==> src/rtl/screen_fill_pkg.sv <==
// Shared types for the screen-fill DMA: FSM states and fill pattern selection.
package screen_fill_pkg;

    typedef enum logic [1:0] {
        IDLE,
        FILL,
        DONE
    } state_t;

    typedef enum logic {
        PAT_SOLID,
        PAT_ALT
    } pattern_t;

endpackage

==> src/rtl/screen_fill_pattern.sv <==
// Purpose: produce the fill word for one screen index (solid or value/~value alternation).
// Latency: purely combinational, zero cycles.
// Backpressure: none; the caller holds the index while the CPU owns the port.
module screen_fill_pattern
    import screen_fill_pkg::*;
#(
    parameter int DATA_WIDTH = 16
) (
    input  logic                  idx_lsb,
    input  logic [DATA_WIDTH-1:0] value,
    input  logic                  sel,
    output logic [DATA_WIDTH-1:0] word
);

    pattern_t pat;

    assign pat  = sel ? PAT_ALT : PAT_SOLID;
    assign word = (pat == PAT_ALT && idx_lsb) ? ~value : value;

endmodule

==> src/rtl/screen_fill_dma.sv <==
// Purpose: fill the RAM screen region with a latched word, stealing RAM cycles the CPU leaves idle
//   (alternating value/~value pattern available when SCREEN_FILL_PATTERN_EN is defined).
// Latency: first write one cycle after start; CPU path is combinational. Backpressure: cpu_req stalls the fill.
module screen_fill_dma
    import screen_fill_pkg::*;
#(
    parameter int DATA_WIDTH    = 16,
    parameter int ADDR_WIDTH    = 12,
    parameter int SCREEN_OFFSET = 0,
    parameter int SCREEN_WORDS  = 24
) (
    input  logic                  cpu_clk,
    input  logic                  reset,
    input  logic                  start,
    input  logic                  abort,
    input  logic [DATA_WIDTH-1:0] fill_value,
    input  logic                  pattern_sel,
    input  logic                  cpu_req,
    input  logic                  cpu_we,
    input  logic [ADDR_WIDTH-1:0] cpu_addr,
    input  logic [DATA_WIDTH-1:0] cpu_wdata,
    output logic                  ram_we,
    output logic [ADDR_WIDTH-1:0] ram_addr,
    output logic [DATA_WIDTH-1:0] ram_wdata,
    output logic                  busy,
    output logic                  done
);

    localparam int IDX_W = $clog2(SCREEN_WORDS + 1);
    localparam logic [IDX_W-1:0]      LAST_IDX = IDX_W'(SCREEN_WORDS - 1);
    localparam logic [ADDR_WIDTH-1:0] BASE     = ADDR_WIDTH'(SCREEN_OFFSET);

    generate
        if ((longint'(SCREEN_OFFSET) + longint'(SCREEN_WORDS)) > (longint'(1) << ADDR_WIDTH)) begin : g_range_err
            $error("screen_fill_dma: screen region exceeds RAM address space");
        end
    endgenerate

    state_t                state;
    logic [IDX_W-1:0]      index;
    logic [DATA_WIDTH-1:0] value_q;
    logic [DATA_WIDTH-1:0] fill_word;
    logic                  dma_wr;

`ifdef SCREEN_FILL_PATTERN_EN
    pattern_t pat_q;

    screen_fill_pattern #(
        .DATA_WIDTH(DATA_WIDTH)
    ) u_pattern (
        .idx_lsb(index[0]),
        .value  (value_q),
        .sel    (pat_q == PAT_ALT),
        .word   (fill_word)
    );
`else
    logic unused_pattern_sel;

    assign unused_pattern_sel = pattern_sel;
    assign fill_word          = value_q;
`endif

    // A fill slot exists only when the CPU is off the port; abort and reset forfeit it.
    assign dma_wr = (state == FILL) && !cpu_req && !abort && !reset;

    always_comb begin
        ram_we    = cpu_we;
        ram_addr  = cpu_addr;
        ram_wdata = cpu_wdata;
        if (dma_wr) begin
            ram_we    = 1'b1;
            ram_addr  = BASE + ADDR_WIDTH'(index);
            ram_wdata = fill_word;
        end
    end

    always_ff @(posedge cpu_clk) begin
        if (reset) begin
            state   <= IDLE;
            index   <= '0;
            value_q <= '0;
            busy    <= 1'b0;
            done    <= 1'b0;
`ifdef SCREEN_FILL_PATTERN_EN
            pat_q   <= PAT_SOLID;
`endif
        end else begin
            done <= 1'b0;
            case (state)
                IDLE: begin
                    if (start) begin
                        state   <= FILL;
                        index   <= '0;
                        value_q <= fill_value;
                        busy    <= 1'b1;
`ifdef SCREEN_FILL_PATTERN_EN
                        pat_q   <= pattern_sel ? PAT_ALT : PAT_SOLID;
`endif
                    end
                end
                FILL: begin
                    if (abort) begin
                        state <= IDLE;
                        busy  <= 1'b0;
                    end else if (!cpu_req) begin
                        if (index == LAST_IDX) begin
                            state <= DONE;
                            busy  <= 1'b0;
                            done  <= 1'b1;
                        end else begin
                            index <= index + IDX_W'(1);
                        end
                    end
                end
                DONE: begin
                    state <= IDLE;
                end
                default: begin
                    state <= IDLE;
                    busy  <= 1'b0;
                end
            endcase
        end
    end

endmodule
==> config.mk <==
export PLATFORM = sky130hd
export DESIGN_NAME = screen_fill_dma
export DESIGN_NICKNAME = d
export VERILOG_FILES = /design/src/rtl/screen_fill_pkg.sv /design/src/rtl/screen_fill_pattern.sv /design/src/rtl/screen_fill_dma.sv
export SDC_FILE = /design/constraint.sdc
export NUM_CORES = 1
export LEC_CHECK = 0
export ABC_CLOCK_PERIOD_IN_PS = 4200
export CORE_MARGIN = 10
export CORE_UTILIZATION = 30
export DETAILED_ROUTE_END_ITERATION = 6
export DONT_BUFFER_PORTS = 1
export SYNTH_ARGS = -nofsm -noshare
export SYNTH_HDL_FRONTEND = slang
export SYNTH_HIERARCHICAL = 1
export SYNTH_SLANG_ARGS = --single-unit
==> constraint.sdc <==
create_clock -name cpu_clk -period 4.2 [get_ports cpu_clk]
set_clock_uncertainty 0.15 [all_clocks]
set_input_delay 1.26 -clock cpu_clk [delete_from_list [all_inputs] [get_ports cpu_clk]]
set_output_delay 1.26 -clock cpu_clk [all_outputs]
set_load 0.05 [all_outputs]
# == Word level (Yosys, flattened, before mapping) ==
# Cells that the tools add are included.
# op_classes
mux,19
n_addsub,1
n_reduce_logical,13
bitwise_logic,2
eq_ne,9
# op_table
cell,n
$mux W5,4
$mux W16,1
$mux W12,1
$pmux W5 S2,1
$mux W2,4
$ne A2 B2 Y1 const B,4
$mux W1,6
$add A5 B1 Y5 const B,1
$eq A5 B5 Y1 const B,1
$reduce_and A5 Y1,1
$pmux W2 S2,1
$reduce_and A4 Y1,1
$reduce_or A4 Y1,1
$logic_and A1 B1 Y1,3
$logic_not A1 Y1,3
$ne A3 B2 Y1 const B,1
$ne A3 B3 Y1 const B,1
$pmux W1 S3,1
$reduce_and A3 Y1,1
$eq A2 B1 Y1 const B,1
$eq A2 B2 Y1 const B,1
$logic_not A2 Y1,1
$not A1 Y1,2
$reduce_and A2 Y1,1
$reduce_bool A2 Y1,1
# word_totals
input_bits,51
elab_cells,49
output_inout_bits,31
register_bits,25

# == Logic depth before layout (Yosys ltp) ==
# Gate-level depths: netlist of the first run.
# logic_depth
word_depth,5
ltp_mapped,6
ltp_nobuf,4

# == Worst setup path after synthesis of the first run ==
# OpenSTA, ideal clock, no wires.
# synth_path
path_type,input to output
startpoint,input cpu_req
endpoint,output ram_addr[0]
n_path_buf,3
t_arrival_ns,2.663
required_ns,2.790
path_slack_ns,0.127
path_stages,6
path_cell_list,or4b_1 -> buf_4 -> nor2_8 -> buf_8 -> buf_12 -> mux2_4
# synth_between
elab_chain_len,5
# synth_rtl
item,line_no,source
"start, declared",screen_fill_dma.sv:18,"input logic cpu_req,"
$logic_not A1 Y1,--,
$logic_and A1 B1 Y1 (3 in series),screen_fill_dma.sv:64,assign dma_wr = (state == FILL) && !cpu_req && !abort && !reset;
$mux W12,screen_fill_dma.sv:70,if (dma_wr) begin
"end, declared",screen_fill_dma.sv:23,"output logic [ADDR_WIDTH-1:0] ram_addr,"
# Every way passes these cells.

# == Worst setup path after layout of the first run ==
# layout_path
startpoint,input cpu_req
endpoint,output ram_wdata[8]
# layout_between
elab_chain_len,5
# layout_rtl
item,line_no,source
$logic_not A1 Y1,--,
$logic_and A1 B1 Y1 (3 in series),screen_fill_dma.sv:64,
$mux W16,screen_fill_dma.sv:70,
"end, declared",screen_fill_dma.sv:24,"output logic [DATA_WIDTH-1:0] ram_wdata,"
# Every way passes these cells.

==> results by group, run 1 <==
Final layout
  – Nets: 206
  – Multi-input gate area: around 770 um^2
  – Antenna Cells: 0
  – Layout cells sized above 1: 0.255
  – Area grow syn2layout: 11.4%
  – Fill cells: roughly 450
  – Total area of sequential cells: 500 um^2

Global route
  – First-pass GRT wire length: 5690 um
  – Antenna violations before repair: 0
  – Total track usage: 0.0917
  – Remaining Overflow, GRT: 0
  – Largest net degree at the start of global routing: 26
  – Vias in the first global route: 1,093

Logic synthesis
  – Register bit total from synthesis: 25
  – Area leader, netlist: dfxtp_1
  – Syn Inst Count: ~150
  – Post-synthesis sequential area ratio: 0.372
  – Synth top area cells: dfxtp_1 (37%), mux2_4 (11%), nand2_1 (9.8%)
  – Main synth FF type: dfxtp_1
  – Syn Nets: 199
  – Async S/R FF share, synth: 0
  – Mapped cell area: roughly 1300 um^2
  – EDFF count, synth: 0
  – Synthesis Warnings: 6
  – Library cells used by synthesis: 31
  – Synth top area share: 0.372
  – Syn Area/Cell: a little over 9 um^2

Clock tree
  – Post-CTS Resized: 0
  – Worst-skew pair later-pin latency: 0.26 ns
  – H-Tree Depth: 1
  – Cts hold-fix bufs: 0
  – CTS tree: yes
  – Post-CTS setup buffer count: 0
  – Num CTS Buffers: 3
  – CTS Sinks: 25
  – Root Buffer: clkbuf_8
  – Clk pin slew, worst setup/hold paths: 0.08 ns
  – Bufs on Longest Clock Path: 2

STA
  – Final Cycle Share: 0.972
  – Setup Total Neg Slack: 0 ns
  – Maximum clock frequency: 245 MHz
  – Crit path time final: 4.08 ns
  – PnR worst setup slack: ~0.12 ns
  – Slew headroom: 0.646
  – Hold WS: 0.302 ns
  – Pins Over Slew Limit: 0
  – Hold Vio Cnt, Final: 0
  – Worst-Margin Slew: ~0.53 ns
  – Setup violators final: 0
  – RSZ-0062 raised after global routing: no

Drt
  – Drt drc: 0
  – Vias per cell: 5.01
  – Drt pass-1 iters: 2
  – Routed WL: 3630 um
  – Drt wl/cell: about 18 um
  – Initial DRC count: 35
  – Antenna Nets Post-Route: 0
  – Vias: roughly 1,000

Setup path
  – Crit path DAT: ~2.7 ns
  – Critical path type: input pin to output pin
  – CP Capture Type: output pin
  – Crit-path max FO: 17
  – Critical path launch point type: input pin
  – CP Data Required Time: about 2.8 ns

Die
  – I/O pin count: 82
  – Die H: about 87 um
  – Std-Cell Rows: 24
  – Die extent in x: between 80 and 90 um
  – CORE AREA: around 4400 um^2
  – Initial core utilization: 0.309
  – Die area: 7560 um^2

Place
  – Port buffer count: 0
  – Worst slack, placed: approximately 0.11 ns
  – HPWL Detailed: 2840 um
  – Gp weighted congestion: 0.784

Min path
  – Hold crit path type: flop to flop

Power
  – Pleak: roughly 0.57 nW
  – Worst VDD drop: about 0.19 mV
  – Pwr per Cell Area: 348 nW/um^2

Flow run
  – Max-cap viol count: 0

Status
  – Status: finished clean
[cells in the mapped netlist (all sizes together) (2+ instances only)]
| cell | number |
|---|---|
| a2bb2oi | 2 |
| nand3 | 2 |
| nand2 | 35 |
| dfxtp | 25 |
| buf | 4 |
| clkbuf | 5 |
| nor3b | 3 |
| a21boi | 2 |
| nor2b | 7 |
| o21ai | 4 |
| nor3 | 3 |
| a21oi | 18 |
| mux2 | 21 |
| inv | 2 |
[layer usage]
metal,GRT usage,vias to the layer above,wire length (um)
met1,0.111,459,1480
li1,-,521,-
met4,0.00884,0,0
met2,0.145,47,1720
met5,0,-,0
met3,0.0496,0,431
[worst max-delay path: stages]
cell	delay (ns)
or4b_1	0.61
nor2_8	0.16
buf_12	0.16
mux2_2	0.47
[report_power, final]
group	total [W]	switching (W)	internal, W	leakage, nW
Sequential	0.000257	0.00000921	0.000248	0.205
Clock	0.000142	0.0000738	0.0000677	0.0228
Combinational	0.000123	0.0000885	0.0000346	0.347
Total	0.000522	0.000172	0.000350	0.575
[placed cells by master (no fill, tap or decap), drive strengths merged, types with 2 or more instances in the layout]
cell and n:
a21boi 2, a21oi 18, nand2 35, mux2 21, nor2b 7, nor3 3
dfxtp 25, buf 11, nor3b 3, clkbuf 4, nand3 2, a2bb2oi 2
inv 2, o21ai 4
[path summary, 6_finish.rpt]
path / slack, ns / startpoint / endpoint / cells after the start
setup reg to reg: 2.25 / state[1] / index[0] / 4
setup / recovery: 0.12 / cpu_req / ram_wdata[8] / 4
hold reg to reg: 0.30 / fill_word[12] / fill_word[12] / 2
hold / removal: 0.30 / fill_word[12] / fill_word[12] / 2
[kinds of logic (layout without fill, tap and decap cells)]
| kind of cell | Yosys count | count (layout) | synth area share |
|---|---|---|---|
| and+or+nand+nor | 59 | 59 | 0.228 |
| AOI/OAI and AO/OA | 29 | 29 | 0.123 |
| buffers and inverters | 11 | 17 | 0.0567 |
| adders and majority gates | 1 | 1 | 0.00930 |
| DFF | 25 | 25 | 0.372 |
| muxes | 22 | 22 | 0.211 |
[metrics by stage]
stage          cell area, um^2  total power, W  utilization  instances
6_report                  1500        0.000522        0.344        205
3_3_place_gp              1450        0.000387        0.334        201
5_1_grt                   1500        0.000550        0.344        205
2_1_floorplan             1350        0.000371            -        147
4_1_cts                   1500        0.000533        0.344        205
3_5_place_dp              1450        0.000388        0.334        201
[registers in the layout (all words and copies together), names as in the netlist]
signal     count
index          5
busy           1
fill_word     16
done           1
state          2
[area by class of cell]
| type | instances | area share |
|---|---|---|
| Multi-Input combinational cell | 111 | 0.516 |
| Sequential cell | 25 | 0.334 |
| Timing Repair Buffer | 11 | 0.0718 |
| Tap cell | 52 | 0.0434 |
| Clock buffer | 4 | 0.0301 |
| Inverter | 2 | 0.00501 |
No activity file was read; power rests on OpenSTA's default activity.
==> run 2: changes to the inputs <==
--- a/config.mk
+++ b/config.mk
@@ -5,11 +5,13 @@
 export SDC_FILE = /design/constraint.sdc
 export NUM_CORES = 1
 export LEC_CHECK = 0
+export ABC_AREA = 1
 export ABC_CLOCK_PERIOD_IN_PS = 4200
 export CORE_MARGIN = 10
 export CORE_UTILIZATION = 30
 export DETAILED_ROUTE_END_ITERATION = 6
 export DONT_BUFFER_PORTS = 1
+export GPL_ROUTABILITY_DRIVEN = 0
 export SYNTH_ARGS = -nofsm -noshare
 export SYNTH_HDL_FRONTEND = slang
 export SYNTH_HIERARCHICAL = 1
==> results by group, run 2 <==
Setup path
  – Crit path DAT: 2.35 ns (-0.32 ns)
  – Critical path type: input pin to output pin
  – Flop2flop setup slack: 2.49 ns (+0.24 ns)
  – Critical path launch point type: input pin
  – CP Data Required Time: 2.79 ns (about the same)
  – Crit-path max FO: 27 (+10)
  – CP Capture Type: output pin
  – Reg2reg path depth: 6 (+2)

Die
  – Die extent in x: 88.1 um (+1.3%)
  – Die H: 88.1 um (+1.3%)
  – Initial core utilization: 0.315 (+0.00657)
  – I/O pin count: 82 (unchanged)
  – CORE AREA: 4410 um^2 (+1.4%)
  – Std-Cell Rows: 24 (unchanged)
  – Die area: 7770 um^2 (+2.7%)

STA
  – Pins Over Slew Limit: 0 (unchanged)
  – PnR worst setup slack: 0.438 ns (+0.322 ns)
  – Setup violators final: 0 (unchanged)
  – Hold Vio Cnt, Final: 0 (unchanged)
  – Slew headroom: 0.657 (+0.0110)
  – Worst-Margin Slew: 0.514 ns (-0.0165 ns)
  – Crit path time final: 3.76 ns (-0.322 ns)
  – RSZ-0062 raised after global routing: no
  – Setup Total Neg Slack: 0 ns (unchanged)
  – Final Cycle Share: 0.896 (-0.0766)
  – Maximum clock frequency: 266 MHz (+8.6%)

Final layout
  – Max reg flops: 16 (unchanged)
  – Post-Layout Cell Count: 302 (+47%)
  – Fin area: 1890 um^2 (+26%)
  – Layout cells sized above 1: 0.192 (-0.0629)
  – Nets: 303 (+47%)
  – Antenna Cells: 0 (unchanged)
  – Area grow syn2layout: 35.5%
  – Commonest non-fill, non-tap cell in the layout: nand2_1
  – Most frequent cells in the layout: nand2_1 (76), nor2_1 (56), dfxtp_1 (25)

Drt
  – Initial DRC count: 38 (+8.6%)
  – Routed WL: 4170 um (+15%)
  – Drt wl/cell: 13.8 um (-22%)
  – Drt pass-1 iters: 4 (+2)
  – Drt drc: 0 (unchanged)
  – Vias: 1,381 (+34%)
  – Antenna Nets Post-Route: 0 (unchanged)
  – Vias per cell: 4.57 (-8.7%)

Min path
  – Hold crit path type: flop to flop
  – Worst hold path depth: 2 (unchanged)

Clock tree
  – CTS Sinks: 25 (unchanged)
  – Clk pin slew, worst setup/hold paths: 0.09 ns (about the same)
  – Post-CTS setup buffer count: 0 (unchanged)
  – Post-CTS Resized: 0 (unchanged)
  – Worst-skew pair later-pin latency: 0.26 ns (about the same)
  – Cts hold-fix bufs: 0 (unchanged)
  – CTS tree: yes
  – Root Buffer: clkbuf_8
  – H-Tree Depth: 1 (unchanged)
  – Bufs on Longest Clock Path: 2 (unchanged)
  – Num CTS Buffers: 3 (unchanged)

Power
  – Pleak: 0.928 nW (+62%)
  – Clk pwr share: 0.236 (-0.035)
  – Switching share of power: 0.343 (+0.0138)
  – Seq pwr share: 0.446 (-0.047)
  – Logic pwr share: 0.318 (+0.082)
  – NetSw: 0.000204 W (+19%)
  – Pwr per Cell Area: 316 nW/um^2 (-9.3%)
  – Internal power: 0.000391 W (+12%)
  – Worst VDD drop: 0.119 mV (-38%)

Logic synthesis
  – Library cells used by synthesis: 22 (-29%)
  – Syn Inst Count: 226 (+54%)
  – Async S/R FF share, synth: 0 (unchanged)
  – Syn Area/Cell: 6.16 um^2 (-33%)
  – Synth top area share: 0.359 (-0.0127)
  – Area leader, netlist: dfxtp_1
  – Synthesis Warnings: 6 (unchanged)
  – EDFF count, synth: 0 (unchanged)
  – Mapped cell area: 1390 um^2 (+3.5%)
  – Synth top area cells: dfxtp_1 (36%), nand2_1 (20%), nor2_1 (15%)
  – Post-synth top cells: nand2_1 (76), nor2_1 (56), dfxtp_1 (25), o21ai_0 (19), inv_1 (14)
  – Syn Nets: 278 (+40%)
  – Most common cell in the synthesized netlist: nand2_1
  – Register bit total from synthesis: 25 (unchanged)
  – Main synth FF type: dfxtp_1
  – Post-synthesis sequential area ratio: 0.359 (-0.0127)

Flow run
  – Max-cap viol count: 0 (unchanged)

Place
  – HPWL Detailed: 3260 um (+15%)
  – Port buffer count: 0 (unchanged)
  – Worst slack, placed: 0.401 ns (+0.286 ns)
  – Area post-placement: 1840 um^2 (+27%)
  – Dpl cells: 298 (+48%)

Global route
  – Met3 Track Usage GR: 0.0474 (-0.00227)
  – Vias in the first global route: 1,336 (+22%)
  – Remaining Overflow, GRT: 0 (unchanged)
  – Grt peak-use layer: met2
  – First-pass GRT wire length: 6500 um (+14%)
  – M2 GR Usage: 0.177 (+0.0327)
  – Met1 usage: 0.113 (+0.00273)
  – Total track usage: 0.103 (+0.0116)
  – Antenna violations before repair: 0 (unchanged)
  – Largest net degree at the start of global routing: 28 (+7.7%)

Status
  – Status: finished clean
## run 2: changes by cell type after synthesis, moves of 11 or more
cell | previous run | this run
nand2_1 | 35 | 76
mux2_2 | 11 | 0
a21oi_1 | 18 | 3
inv_1 | 2 | 14
o21ai_0 | 4 | 19
nor2_1 | 0 | 56
## run 2: cell families after synthesis
family	synth area share
buf+inv	0.101
compound gates	0.0862
fa+ha+maj	0.00898
flops	0.359
simple gates	0.445
## run 2: through the flow
step / hold slack, ns / utilization / total power [W]
after floorplan: 0.304 / - / 0.000393
after global placement: 0.313 / 0.417 / 0.000461
after detailed placement: 0.323 / 0.417 / 0.000463
after CTS: 0.343 / 0.427 / 0.000607
after global routing: 0.362 / 0.427 / 0.000631
final: 0.338 / 0.427 / 0.000595
## run 2: area by class of cell
type | count | area (um^2)
inverter | 20 | 80.1
timing repair buffer | 29 | 443
clock buffer | 3 | 41.3
fill | 483 | 2530
sequential | 25 | 500
multi-input combinational | 172 | 752
tap | 52 | 65.1
clock inverter | 1 | 5.00
## run 2: metal layers
metal / routed length, um / vias up
met3: 491 / 2
met4: 19 / 0
li1: - / 734
met2: 1940 / 45
met1: 1710 / 600
met5: 0 / -
## run 2: worst max-delay path: stages
cell	delay, ns
nor2_2	0.10
nand2_1	0.09
nor2_4	0.12
nand2_4	0.20
inv_6	0.24
nand2_1	0.08
nand2_1	0.11
buf_12	0.14
## run 2: final timing paths
path,startpoint,end
worst max-delay path,cpu_req,ram_wdata[11]
worst min-delay path,fill_word[8],fill_word[8]
worst max register to register,state[0],index[4]
worst min register to register,fill_word[8],fill_word[8]
## run 2: power groups by stage
stage / sequential [W] / clock, W / combinational, W
3_3_place_gp: 0.000271 / 0 / 0.000190
3_5_place_dp: 0.000271 / 0 / 0.000192
2_1_floorplan: 0.000269 / 0 / 0.000124
4_1_cts: 0.000266 / 0.000149 / 0.000192
5_1_grt: 0.000268 / 0.000158 / 0.000205
6_report: 0.000266 / 0.000140 / 0.000190
==> run 3: changes to the inputs <==
--- a/config.mk
+++ b/config.mk
@@ -7,7 +7,7 @@
 export LEC_CHECK = 0
 export ABC_AREA = 1
 export ABC_CLOCK_PERIOD_IN_PS = 4200
-export CORE_MARGIN = 10
+export CORE_MARGIN = 8
 export CORE_UTILIZATION = 30
 export DETAILED_ROUTE_END_ITERATION = 6
 export DONT_BUFFER_PORTS = 1
==> results by group, run 3 (synthesized netlist as in run 2, its figures left out) <==
Final layout
  – Area grow syn2layout: 35.5% (unchanged)
  – Most frequent cells in the layout: nand2_1 (76), nor2_1 (56), dfxtp_1 (25)
  – Max reg flops: 16 (unchanged)
  – Multi-input gate area: 752 um^2 (unchanged)
  – Post-Layout Cell Count: 302 (unchanged)
  – Layout cells sized above 1: 0.192 (unchanged)
  – Nets: 303 (unchanged)
  – Fill cells: 472 (-2.3%)
  – Antenna Cells: 0 (unchanged)
  – Commonest non-fill, non-tap cell in the layout: nand2_1
  – Total area of sequential cells: 500 um^2 (unchanged)
  – Final core utilization: 0.427 (unchanged)

Setup path
  – Critical path type: input pin to output pin
  – Crit path DAT: 2.36 ns (about the same)
  – Crit-path max FO: 27 (unchanged)
  – CP Data Required Time: 2.79 ns (about the same)
  – CP Capture Type: output pin
  – Critical path launch point type: input pin

STA
  – Hold Vio Cnt, Final: 0 (unchanged)
  – Pins Over Slew Limit: 0 (unchanged)
  – Worst-Margin Slew: 0.521 ns (+0.00725 ns)
  – RSZ-0062 raised after global routing: no
  – Setup violators final: 0 (unchanged)
  – Maximum clock frequency: 265 MHz (-0.17%)
  – Slew headroom: 0.652 (-0.00484)
  – PnR worst setup slack: 0.432 ns (-0.00650 ns)
  – Crit path time final: 3.77 ns (+0.00650 ns)
  – Final Cycle Share: 0.897 (+0.00155)
  – Setup Total Neg Slack: 0 ns (unchanged)

Power
  – Seq pwr share: 0.448 (+0.002)
  – Logic pwr share: 0.319 (about the same)
  – NetSw: 0.000201 W (-1.4%)
  – Switching share of power: 0.339 (-0.00317)
  – Worst VDD drop: 0.104 mV (-13%)
  – Internal power: 0.000391 W (about the same)
  – Pleak: 0.928 nW (unchanged)
  – Power Total: 0.000592 W (-0.50%)
  – Clk pwr share: 0.233 (-0.003)
  – Pwr per Cell Area: 314 nW/um^2 (-0.50%)

Global route
  – Antenna violations before repair: 0 (unchanged)
  – Met1 usage: 0.120 (+0.00635)
  – Largest net degree at the start of global routing: 28 (unchanged)
  – Grt peak-use layer: met2
  – Remaining Overflow, GRT: 0 (unchanged)
  – M2 GR Usage: 0.186 (+0.00868)
  – Total track usage: 0.111 (+0.00739)
  – Vias in the first global route: 1,394 (+4.3%)
  – First-pass GRT wire length: 6530 um (+0.54%)
  – Met3 Track Usage GR: 0.0454 (-0.00194)

Place
  – Port buffer count: 0 (unchanged)
  – HPWL Detailed: 3080 um (-5.7%)
  – Dpl cells: 298 (unchanged)
  – Worst slack, placed: 0.398 ns (-0.00281 ns)

Clock tree
  – CTS tree: yes
  – Bufs on Longest Clock Path: 2 (unchanged)
  – CTS Sinks: 25 (unchanged)
  – Cts hold-fix bufs: 0 (unchanged)
  – Num CTS Buffers: 3 (unchanged)
  – Post-CTS setup buffer count: 0 (unchanged)
  – H-Tree Depth: 1 (unchanged)
  – Post-CTS Resized: 0 (unchanged)
  – Clk pin slew, worst setup/hold paths: 0.08 ns (about the same)
  – Worst-skew pair later-pin latency: 0.26 ns (about the same)
  – Root Buffer: clkbuf_8

Die
  – Die area: 7080 um^2 (-8.9%)
  – Initial core utilization: 0.315 (unchanged)
  – CORE AREA: 4410 um^2 (unchanged)
  – Std-Cell Rows: 24 (unchanged)
  – Die extent in x: 84.1 um (-4.5%)
  – I/O pin count: 82 (unchanged)
  – Die H: 84.1 um (-4.5%)

Drt
  – Vias: 1,358 (-1.7%)
  – Initial DRC count: 35 (-7.9%)
  – Drt pass-1 iters: 4 (unchanged)
  – Antenna Nets Post-Route: 0 (unchanged)
  – Vias per cell: 4.50 (-1.7%)
  – Drt wl/cell: 13.1 um (-5.1%)
  – Routed WL: 3950 um (-5.1%)
  – Drt drc: 0 (unchanged)

Status
  – Status: finished clean

Flow run
  – Max-cap viol count: 0 (unchanged)

Min path
  – Hold crit path type: flop to flop
## run 3: cell counts in the layout (fill, tap and decap cells not counted)
Identical to the previous run, type by type.
## run 3: final timing paths
check / startpoint / endpoint / slack [ns] / cells after the start
max reg2reg: state[0] / index[1] / 2.50 / 7
min reg2reg: fill_word[11] / fill_word[11] / 0.34 / 2
max: cpu_req / ram_wdata[6] / 0.43 / 8
min: fill_word[11] / fill_word[11] / 0.34 / 2
## run 3: power by group through the flow
stage | sequential (W) | clock, W | combinational, W
5_1_grt | 0.000268 | 0.000158 | 0.000205
2_1_floorplan | 0.000269 | 0 | 0.000124
3_5_place_dp | 0.000271 | 0 | 0.000191
4_1_cts | 0.000266 | 0.000148 | 0.000191
6_report | 0.000265 | 0.000138 | 0.000189
3_3_place_gp | 0.000271 | 0 | 0.000190
## run 3: cell type report
| cell class | instances | share of cell area |
|---|---|---|
| clock buffer | 3 | 0.0219 |
| clock inverter | 1 | 0.00265 |
| inverter | 20 | 0.0424 |
| multi-input combinational | 172 | 0.399 |
| sequential | 25 | 0.265 |
| tap | 52 | 0.0345 |
| timing repair buffer | 29 | 0.235 |
## run 3: through the flow
| step | instance area [um^2] | hold WS, ns |
|---|---|---|
| after floorplan | 1390 | 0.304 |
| after global placement | 1840 | 0.314 |
| after detailed placement | 1840 | 0.322 |
| after CTS | 1890 | 0.343 |
| after global routing | 1890 | 0.364 |
| final | 1890 | 0.337 |
## run 3: critical path, stage by stage
cell	delay (ns)
nor2_2	0.10
nand2_1	0.09
nor2_4	0.12
nand2_4	0.20
inv_6	0.24
nand2_1	0.07
nand2_1	0.12
buf_12	0.15
## run 3: per-layer routing
metal  wire length, um  vias up
li1                  -      735
met1              1660      568
met2              1840       53
met3               405        2
met4                43        0
met5                 0        -
